## src/rtl/ctrl_decode_md.sv

```systemverilog
// ctrl_decode_md: registered ID->EX decoder for RV32I with optional RV32M.
// MUL/DIV/REM occupy EX for a fixed number of cycles. The sequencer requests
// a stall until the result is ready. Illegal encodings are replaced by a bubble.
module ctrl_decode_md #(
    parameter bit          EN_M       = 1'b1,
    parameter int unsigned MUL_CYCLES = 2,
    parameter int unsigned DIV_CYCLES = 33,
    parameter int unsigned CNT_W      = 6
) (
    input  logic        CPU_CLK,
    input  logic        CPU_RST,
    input  logic [6:0]  Op,
    input  logic [2:0]  Fn3,
    input  logic [6:0]  Fn7,
    input  logic        ValidD,
    input  logic        StallE,
    input  logic        FlushE,
    output logic [25:0] CtrlE,
    output logic        MdValidE,
    output logic [2:0]  MdOpE,
    output logic        MdBusy,
    output logic        MdDoneE,
    output logic        IllegalD
);

    localparam logic [6:0] OPC_LUI    = 7'b0110111;
    localparam logic [6:0] OPC_AUIPC  = 7'b0010111;
    localparam logic [6:0] OPC_JAL    = 7'b1101111;
    localparam logic [6:0] OPC_JALR   = 7'b1100111;
    localparam logic [6:0] OPC_BRANCH = 7'b1100011;
    localparam logic [6:0] OPC_LOAD   = 7'b0000011;
    localparam logic [6:0] OPC_STORE  = 7'b0100011;
    localparam logic [6:0] OPC_IMM    = 7'b0010011;
    localparam logic [6:0] OPC_OP     = 7'b0110011;

    localparam logic [6:0] F7_BASE = 7'b0000000;
    localparam logic [6:0] F7_ALT  = 7'b0100000;
    localparam logic [6:0] F7_M    = 7'b0000001;

    localparam logic [2:0] RW_NONE = 3'd0, RW_LB = 3'd1, RW_LH = 3'd2;
    localparam logic [2:0] RW_LW   = 3'd3, RW_LBU = 3'd4, RW_LHU = 3'd5;

    localparam logic [2:0] BR_NONE = 3'd0, BR_BEQ = 3'd1, BR_BNE = 3'd2;
    localparam logic [2:0] BR_BLT  = 3'd3, BR_BLTU = 3'd4, BR_BGE = 3'd5;
    localparam logic [2:0] BR_BGEU = 3'd6;

    localparam logic [2:0] IMM_R = 3'd0, IMM_I = 3'd1, IMM_S = 3'd2;
    localparam logic [2:0] IMM_B = 3'd3, IMM_U = 3'd4, IMM_J = 3'd5;

    localparam logic [3:0] ALU_SLL = 4'd0, ALU_SRL = 4'd1, ALU_SRA = 4'd2;
    localparam logic [3:0] ALU_ADD = 4'd3, ALU_SUB = 4'd4, ALU_XOR = 4'd5;
    localparam logic [3:0] ALU_OR  = 4'd6, ALU_AND = 4'd7, ALU_SLT = 4'd8;
    localparam logic [3:0] ALU_SLTU = 4'd9, ALU_LUI = 4'd10;

    localparam logic [1:0] SRC2_REG = 2'b00, SRC2_SHAMT = 2'b01, SRC2_IMM = 2'b10;

    localparam logic [CNT_W-1:0] MUL_LOAD = CNT_W'(MUL_CYCLES - 1);
    localparam logic [CNT_W-1:0] DIV_LOAD = CNT_W'(DIV_CYCLES - 1);

    // one-hot so busy/done are plain flop bits
    typedef enum logic [1:0] {
        S_IDLE = 2'b00,
        S_RUN  = 2'b01,
        S_DONE = 2'b10
    } state_t;

    state_t           state;
    logic [CNT_W-1:0] cnt;
    logic [CNT_W-1:0] cnt_load;

    logic       jal, jalr, mem_to_reg, load_npc, alu_src1;
    logic [2:0] reg_write, br_type, imm_type;
    logic [3:0] mem_write, alu_ctrl;
    logic [1:0] reg_read, alu_src2;
    logic       dec_bad, dec_md;
    logic [25:0] dec_ctrl;

    // combinational ID decode; every field defaults to the bubble value
    always_comb begin
        jal        = 1'b0;
        jalr       = 1'b0;
        reg_write  = RW_NONE;
        mem_to_reg = 1'b0;
        mem_write  = 4'b0000;
        load_npc   = 1'b0;
        reg_read   = 2'b00;
        br_type    = BR_NONE;
        alu_ctrl   = ALU_SLL;
        alu_src1   = 1'b0;
        alu_src2   = SRC2_REG;
        imm_type   = IMM_R;
        dec_bad    = 1'b0;
        dec_md     = 1'b0;
        case (Op)
            OPC_LUI: begin
                reg_write = RW_LW;
                alu_ctrl  = ALU_LUI;
                alu_src2  = SRC2_IMM;
                imm_type  = IMM_U;
            end
            OPC_AUIPC: begin
                reg_write = RW_LW;
                alu_ctrl  = ALU_ADD;
                alu_src1  = 1'b1;
                alu_src2  = SRC2_IMM;
                imm_type  = IMM_U;
            end
            OPC_JAL: begin
                jal       = 1'b1;
                reg_write = RW_LW;
                load_npc  = 1'b1;
                alu_ctrl  = ALU_ADD;
                alu_src1  = 1'b1;
                alu_src2  = SRC2_IMM;
                imm_type  = IMM_J;
            end
            OPC_JALR: begin
                jalr      = 1'b1;
                reg_write = RW_LW;
                load_npc  = 1'b1;
                reg_read  = 2'b10;
                alu_ctrl  = ALU_ADD;
                alu_src2  = SRC2_IMM;
                imm_type  = IMM_I;
            end
            OPC_BRANCH: begin
                reg_read = 2'b11;
                imm_type = IMM_B;
                case (Fn3)
                    3'b000:  br_type = BR_BEQ;
                    3'b001:  br_type = BR_BNE;
                    3'b100:  br_type = BR_BLT;
                    3'b101:  br_type = BR_BGE;
                    3'b110:  br_type = BR_BLTU;
                    3'b111:  br_type = BR_BGEU;
                    default: dec_bad = 1'b1;
                endcase
            end
            OPC_LOAD: begin
                mem_to_reg = 1'b1;
                reg_read   = 2'b10;
                alu_ctrl   = ALU_ADD;
                alu_src2   = SRC2_IMM;
                imm_type   = IMM_I;
                case (Fn3)
                    3'b000:  reg_write = RW_LB;
                    3'b001:  reg_write = RW_LH;
                    3'b010:  reg_write = RW_LW;
                    3'b100:  reg_write = RW_LBU;
                    3'b101:  reg_write = RW_LHU;
                    default: dec_bad = 1'b1;
                endcase
            end
            OPC_STORE: begin
                reg_read = 2'b11;
                alu_ctrl = ALU_ADD;
                alu_src2 = SRC2_IMM;
                imm_type = IMM_S;
                case (Fn3)
                    3'b000:  mem_write = 4'b0001;
                    3'b001:  mem_write = 4'b0011;
                    3'b010:  mem_write = 4'b1111;
                    default: dec_bad = 1'b1;
                endcase
            end
            OPC_IMM: begin
                reg_write = RW_LW;
                reg_read  = 2'b10;
                alu_src2  = SRC2_IMM;
                imm_type  = IMM_I;
                case (Fn3)
                    3'b000: alu_ctrl = ALU_ADD;
                    3'b010: alu_ctrl = ALU_SLT;
                    3'b011: alu_ctrl = ALU_SLTU;
                    3'b100: alu_ctrl = ALU_XOR;
                    3'b110: alu_ctrl = ALU_OR;
                    3'b111: alu_ctrl = ALU_AND;
                    3'b001: begin
                        alu_ctrl = ALU_SLL;
                        alu_src2 = SRC2_SHAMT;
                        dec_bad  = (Fn7 != F7_BASE);
                    end
                    default: begin
                        alu_src2 = SRC2_SHAMT;
                        if (Fn7 == F7_BASE)     alu_ctrl = ALU_SRL;
                        else if (Fn7 == F7_ALT) alu_ctrl = ALU_SRA;
                        else                    dec_bad  = 1'b1;
                    end
                endcase
            end
            OPC_OP: begin
                reg_write = RW_LW;
                reg_read  = 2'b11;
                if (Fn7 == F7_M) begin
                    alu_ctrl = ALU_ADD;
                    dec_md   = EN_M;
                    dec_bad  = !EN_M;
                end else if (Fn7 == F7_BASE) begin
                    case (Fn3)
                        3'b000:  alu_ctrl = ALU_ADD;
                        3'b001:  alu_ctrl = ALU_SLL;
                        3'b010:  alu_ctrl = ALU_SLT;
                        3'b011:  alu_ctrl = ALU_SLTU;
                        3'b100:  alu_ctrl = ALU_XOR;
                        3'b101:  alu_ctrl = ALU_SRL;
                        3'b110:  alu_ctrl = ALU_OR;
                        default: alu_ctrl = ALU_AND;
                    endcase
                end else if (Fn7 == F7_ALT && Fn3 == 3'b000) begin
                    alu_ctrl = ALU_SUB;
                end else if (Fn7 == F7_ALT && Fn3 == 3'b101) begin
                    alu_ctrl = ALU_SRA;
                end else begin
                    dec_bad = 1'b1;
                end
            end
            default: dec_bad = 1'b1;
        endcase
    end

    assign dec_ctrl = {jal, jalr, reg_write, mem_to_reg, mem_write, load_npc,
                       reg_read, br_type, alu_ctrl, alu_src1, alu_src2, imm_type};
    assign IllegalD = ValidD & dec_bad;
    assign cnt_load = Fn3[2] ? DIV_LOAD : MUL_LOAD;

    // EX register and M sequencer: reset > flush > hold > load > bubble
    always_ff @(posedge CPU_CLK) begin
        if (CPU_RST || FlushE) begin
            CtrlE <= '0;
            MdOpE <= '0;
            state <= S_IDLE;
            cnt   <= '0;
        end else if (StallE || MdBusy) begin
            // the M unit keeps counting even while EX is held
            if (state == S_RUN) begin
                cnt <= cnt - CNT_W'(1);
                if (cnt == CNT_W'(1)) state <= S_DONE;
            end
        end else if (ValidD && !dec_bad) begin
            CtrlE <= dec_ctrl;
            if (dec_md) begin
                cnt   <= cnt_load;
                state <= (cnt_load == '0) ? S_DONE : S_RUN;
                MdOpE <= Fn3;
            end else begin
                cnt   <= '0;
                state <= S_IDLE;
                MdOpE <= '0;
            end
        end else begin
            CtrlE <= '0;
            MdOpE <= '0;
            state <= S_IDLE;
            cnt   <= '0;
        end
    end

    assign MdBusy   = state[0];
    assign MdDoneE  = state[1];
    assign MdValidE = state[0] | state[1];

endmodule

```

## config.mk

```make
export PLATFORM = sky130hd
export DESIGN_NAME = ctrl_decode_md
export DESIGN_NICKNAME = d
export VERILOG_FILES = /design/src/rtl/ctrl_decode_md.sv
export SDC_FILE = /design/constraint.sdc
export NUM_CORES = 1
export LEC_CHECK = 0
export BUFFER_PORTS_ARGS = -buffer_cell sky130_fd_sc_hd__buf_2
export CORE_ASPECT_RATIO = 0.8
export CORE_MARGIN = 2
export CORE_UTILIZATION = 45
export CTS_BUF_LIST = sky130_fd_sc_hd__clkbuf_8 sky130_fd_sc_hd__clkbuf_16
export CTS_CLUSTER_DIAMETER = 120
export DETAILED_ROUTE_END_ITERATION = 12
export GPL_TIMING_DRIVEN = 0
export PLACE_DENSITY = 0.81
export SETUP_SLACK_MARGIN = 0.2
export SYNTH_ARGS = -nofsm -noshare
export SYNTH_HDL_FRONTEND = slang
export SYNTH_SLANG_ARGS = --single-unit
```

## constraint.sdc

```tcl
create_clock -name CPU_CLK -period 2.7 [get_ports CPU_CLK]
set_clock_uncertainty 0.2 [all_clocks]
set_input_delay 0.81 -clock CPU_CLK [delete_from_list [all_inputs] [get_ports CPU_CLK]]
set_output_delay 0.81 -clock CPU_CLK [all_outputs]
set_load 0.05 [all_outputs]
```

Yosys cells after proc, flatten, opt, wreduce, memory -nomap -nowiden
Cells that the tools add are included.
{"block": "totals", "ff_bits": 37, "in_bits": 22, "output_inout_bits": 33, "elab_cells": 104}
{"block": "classes", "addsub": 1, "eq_ne": 22, "muxes": 51, "bitwise": 2, "n_reduce_logical": 24}
{"op": "$pmux W4 S7", "n": 2}
{"op": "$mux W6", "n": 5}
{"op": "$pmux W3 S5", "n": 2}
{"op": "$eq A7 B6 Y1 const B", "n": 4}
{"op": "$mux W26", "n": 1}
{"op": "$reduce_or A6 Y1", "n": 4}
{"op": "$eq A7 B7 Y1 const B", "n": 3}
{"op": "$mux W2", "n": 10}
{"op": "$pmux W3 S6", "n": 1}
{"op": "$mux W1", "n": 16}
{"op": "$pmux W4 S4", "n": 1}
{"op": "$eq A7 B5 Y1 const B", "n": 2}
{"op": "$eq A3 B3 Y1 const B", "n": 4}
{"op": "$mux W3", "n": 4}
{"op": "$mux W4", "n": 3}
{"op": "$pmux W4 S3", "n": 1}
{"op": "$reduce_or A5 Y1", "n": 2}
{"op": "$reduce_or A3 Y1", "n": 3}
{"op": "$pmux W2 S2", "n": 2}
{"op": "$eq A7 B1 Y1 const B", "n": 1}
{"op": "$eq A7 B2 Y1 const B", "n": 1}
{"op": "$logic_not A7 Y1", "n": 1}
{"op": "$reduce_bool A7 Y1", "n": 1}
{"op": "$eq A3 B2 Y1 const B", "n": 2}
{"op": "other kinds (18)", "n": 24}

Depth between registers and ports, before layout
{"block": "logic_depth", "ltp_word": 11, "ltp_mapped": 8, "mapped_depth_nobuf": 5}

Least setup slack after synthesis
Ideal clock, no wire load.
{"block": "synth_timing", "kind": "input to output", "from": "input Op[3]", "to": "output IllegalD", "arrival_time_ns": 2.212, "required_ns": 1.690, "slack_ns": -0.522, "path_stages": 6, "n_path_buf": 1, "cell_sequence": "buf_6 and4bb_4 and2_1 a41oi_2 o21ai_0 and2_1"}
{"block": "synth_between", "elab_chain_cells": 4, "elab_cells_between_ends": 12, "cone_classes": "9 x eq/ne; 1 x mux; 1 x bitwise; 1 x reduce/logical"}
{"element": "from (decl)", "line": "12", "text": "input logic [6:0] Op,"}
{"element": "$eq A7 B7 Y1, or another cell as far along", "line": "94", "text": "case (Op)"}
{"element": "$reduce_or A4 Y1 (no source line)"}
{"element": "$pmux W1 S6 *", "line": "94"}
{"element": "$and A1 B1 Y1 *", "line": "223", "text": "assign IllegalD = ValidD & dec_bad;"}
{"element": "to (decl)", "line": "23", "text": "output logic IllegalD"}
Every way passes the cells marked *; elsewhere a longest branch is shown, timed or not.

Worst setup path in the final report
{"block": "layout_timing", "from": "input Op[5]", "to": "output IllegalD"}
The elaborated chain is that of the path after synthesis.

==> summary.txt <==
Route
  • Via count: 2342
  • Post-DRT Antenna Nets: 0
  • First DRT Iteration DRCs: 278
  • Routed vias/inst: 6.04
  • First-pass DRT Iterations: 7
  • Number of remaining DRC errors: 0
  • WL/cell: 17.0 um
  • Routed wire length: 6610 um

STA
  • RSZ-0062 raised after global routing: yes
  • Slew HR: 60.5%
  • Final worst slack: -461 ps
  • Final hold vios: 0
  • Final Setup Violations: 1
  • FMAX: 316 MHz
  • Worst slew pin tran: 588 ps
  • Fin crit period: 3160 ps
  • Sum Neg Setup Slack: -461 ps
  • Period Utilization, post-route: 117%
  • Final Slew Violations: 0

Min path
  • Hold Path End: CtrlE[20]
  • Hold path cells: 2
  • Hold WC Path Type: register to register
  • Hold Crit Start: CtrlE[20]

Pwr
  • Max VDD drop: 288 uV
  • Pwr Total: 1100 uW
  • LEAKAGE: 0.00117 uW
  • PD cells: 387 nW/um^2

Worst setup path
  • Top delay family on crit path: compound AO/OA/AOI/OAI gates
  • Reg-to-Reg Start: state[0]
  • WP data required: 1690 ps
  • Crit path arrival time: 2150 ps
  • Crit Path Max Fanout: 7
  • Setup crit end kind: output pin
  • Critical-path cell list: buf_2 -> buf_6 -> buf_6 -> nand4b_1 -> o221ai_2 -> a221oi_4 -> o21ai_2 -> and2_4 -> buf_8
  • CP startpoint kind: input pin
  • R2R setup slack: 530 ps
  • CP max stage delay: 330 ps
  • Worst path most repeated cell: buf_6
  • R2R Path End: CtrlE[5]
  • Buf/Inv on CP: 4
  • Critical path's slowest cell: a221oi_4
  • FF-to-FF path depth: 7
  • WS Path Type: input pin to output pin

Run status
  • Failing checks: setup timing
  • Outcome: finished, violations left

Logic synthesis
  • Syn. warnings: 0
  • Synthesized area: 2050 um^2
  • Async S/R FF share, synth: 0%
  • Post-synthesis sequential area ratio: 35.2%
  • Post-synth EDFFs: 0
  • Syn avg cell area: 8.15 um^2
  • Main synth FF type: dfxtp_1
  • Yosys reg bits: 36
  • Cells after Synth: 251
  • Syn nets: 275
  • Unique masters post-synth: 51

Placement
  • Global placement routability congestion: 0.914
  • Dpl ws: -776 ps
  • Hpwl dp: 4020 um
  • Placed cells: 361
  • IO Port Bufs: 53

Floorplanning
  • Initial Util: 47.8%
  • Die span in y: 64.3 um
  • Placeable Area: 4280 um^2
  • Site Rows: 21
  • Ports: 55
  • Die area: 5100 um^2
  • Die X: 79.4 um

Cells and area
  • Final Non-Filler Cells: 388
  • Layout cells sized above 1: 39.3%
  • Nets: 354
  • Ant diodes: 0
  • Synth-to-Final Area Change: 39.1%
  • Util after Layout: 66.5%

Clock tree
  • TritonCTS clock tree: yes
  • CTS root buf: clkbuf_8
  • Num CTS Buffers: 5
  • CTS Sinks: 36
  • Worst-path clk slew: 70 ps
  • CTS H-tree depth: 2
  • Clk Latency, worst-skew pair: 290 ps
  • Clock buffer depth: 2

Flow run
  • Max cap viols: 0

Global routing
  • Largest net degree at the start of global routing: 12
  • GR Overflow Total: 0
  • Initial antenna violation count: 0
  • Total global-route track usage: 23.4%
  • First-pass GRT wire length: 9380 um
  • Vias in the first global route: 1980
placed cells by master (no fill, tap or decap), types with 2 or more instances in the layout:
cell | Yosys | routed
clkbuf_8 | 0 | 7
and2_1 | 4 | 2
clkbuf_2 | 0 | 2
o31ai_2 | 10 | 9
inv_1 | 8 | 9
buf_2 | 2 | 51
nor2_1 | 15 | 14
nor2b_1 | 3 | 2
nor3_4 | 0 | 3
xnor2_1 | 2 | 2
o21ai_0 | 20 | 18
nand4_1 | 5 | 5
ha_1 | 2 | 2
clkbuf_1 | 8 | 5
nand2b_1 | 6 | 5
nand3b_1 | 2 | 2
o21ai_2 | 0 | 2
dfxtp_1 | 36 | 36
mux2i_1 | 2 | 2
a21o_1 | 3 | 3
or4_1 | 3 | 3
a22oi_1 | 3 | 3
a21oi_1 | 21 | 20
buf_6 | 2 | 8
and2_4 | 0 | 2
buf_4 | 5 | 16
nor3_1 | 7 | 4
nand3_1 | 6 | 6
or2_2 | 6 | 6
nor4_1 | 2 | 2
buf_8 | 0 | 4
nand2_1 | 42 | 42
synth_stat cells, drive strengths merged (2+ instances only):
cell type	n	area [um^2]
xnor2	2	17.5
o41ai	3	33.8
o21ai	21	105
nand4	5	31.3
o31ai	10	125
nor2	16	62.6
buf	9	70.1
nand3b	2	15.0
nor3	7	35.0
nor4	3	25.0
and2	4	25.0
o211ai	2	28.8
nand2b	6	37.5
nand2	43	164
ha	2	25.0
or4	3	22.5
nor2b	4	32.5
a21o	3	22.5
dfxtp	36	721
nand3	6	30.0
clkbuf	8	30.0
a21oi	21	105
inv	8	30.0
mux2i	2	20.0
a22oi	3	22.5
or2	6	37.5
per-layer routing:
layer	up-vias	global-route usage [%]	share of wire (%)	wire length [um]
met1	1087	31.4	41	2690
met4	0	8.19	2.7	178
li1	1051	-	-	-
met3	30	5.51	11	710
met5	-	0	0	0
met2	174	37.0	46	3040
kinds of logic (layout without fill, tap and decap cells):
kind of cell | count (synthesis) | count (layout) | synth area share [%]
buffers and inverters | 25 | 105 | 6.36
AOI/OAI and AO/OA | 71 | 71 | 26.4
xor gates and xnor gates | 3 | 3 | 1.28
muxes | 2 | 2 | 0.979
adders and majority gates | 2 | 2 | 1.22
DFF | 36 | 36 | 35.2
and+or+nand+nor | 112 | 112 | 28.5
stage by stage:
stage | hold slack (ps) | area (um^2)
2_1_floorplan | 259 | 2070
3_3_place_gp | 232 | 2410
3_5_place_dp | 234 | 2410
4_1_cts | 251 | 2710
5_1_grt | 290 | 2850
6_report | 251 | 2850
registers in the layout, summed over array words and instances (netlist names):
register  flops
MdOpE         3
state         2
CtrlE        25
cnt           6
cell type report:
class / instances / area [um^2]
fillers: 343 / 1440
inverters: 8 / 30.0
plain buffers: 17 / 146
clock inverters: 2 / 11.3
repair buffers: 72 / 467
flip-flops and latches: 36 / 721
multi-input cells: 190 / 1320
clock buffers: 6 / 82.6
well taps: 57 / 71.3
tightest hold or removal path, stage by stage (launching register included):
cell and delay (ps):
dfxtp_1 330, nand2_1 50, o41ai_1 50
report_power, final:
part	internal, uW	leakage, uW	switching (uW)
clock network	203	0.0000486	193
registers	532	0.000290	1.23
logic	70.1	0.000836	103
total	805	0.00117	297
worst max-delay path by stage:
stage | startpoint | end | slack [ps] | depth (start not counted)
after CTS | Op[3] | IllegalD | -410 | 7
after detailed placement | Fn7[3] | IllegalD | -780 | 7
after global routing | Op[5] | IllegalD | -480 | 9
after floorplan | Op[3] | IllegalD | -250 | 6
after global placement | Fn7[3] | IllegalD | -750 | 7
final | Op[5] | IllegalD | -460 | 9
timing repair:
action | 4_1_cts | 5_1_grt
pin swaps | 8 | 9
gates resized for setup | 27 | 19
cloned | 0 | 2
hold buffers | 0 | 0
setup buffers | 13 | 4
setup endpoints to repair | 12 | 20
Power figures use the tool's default switching activity.
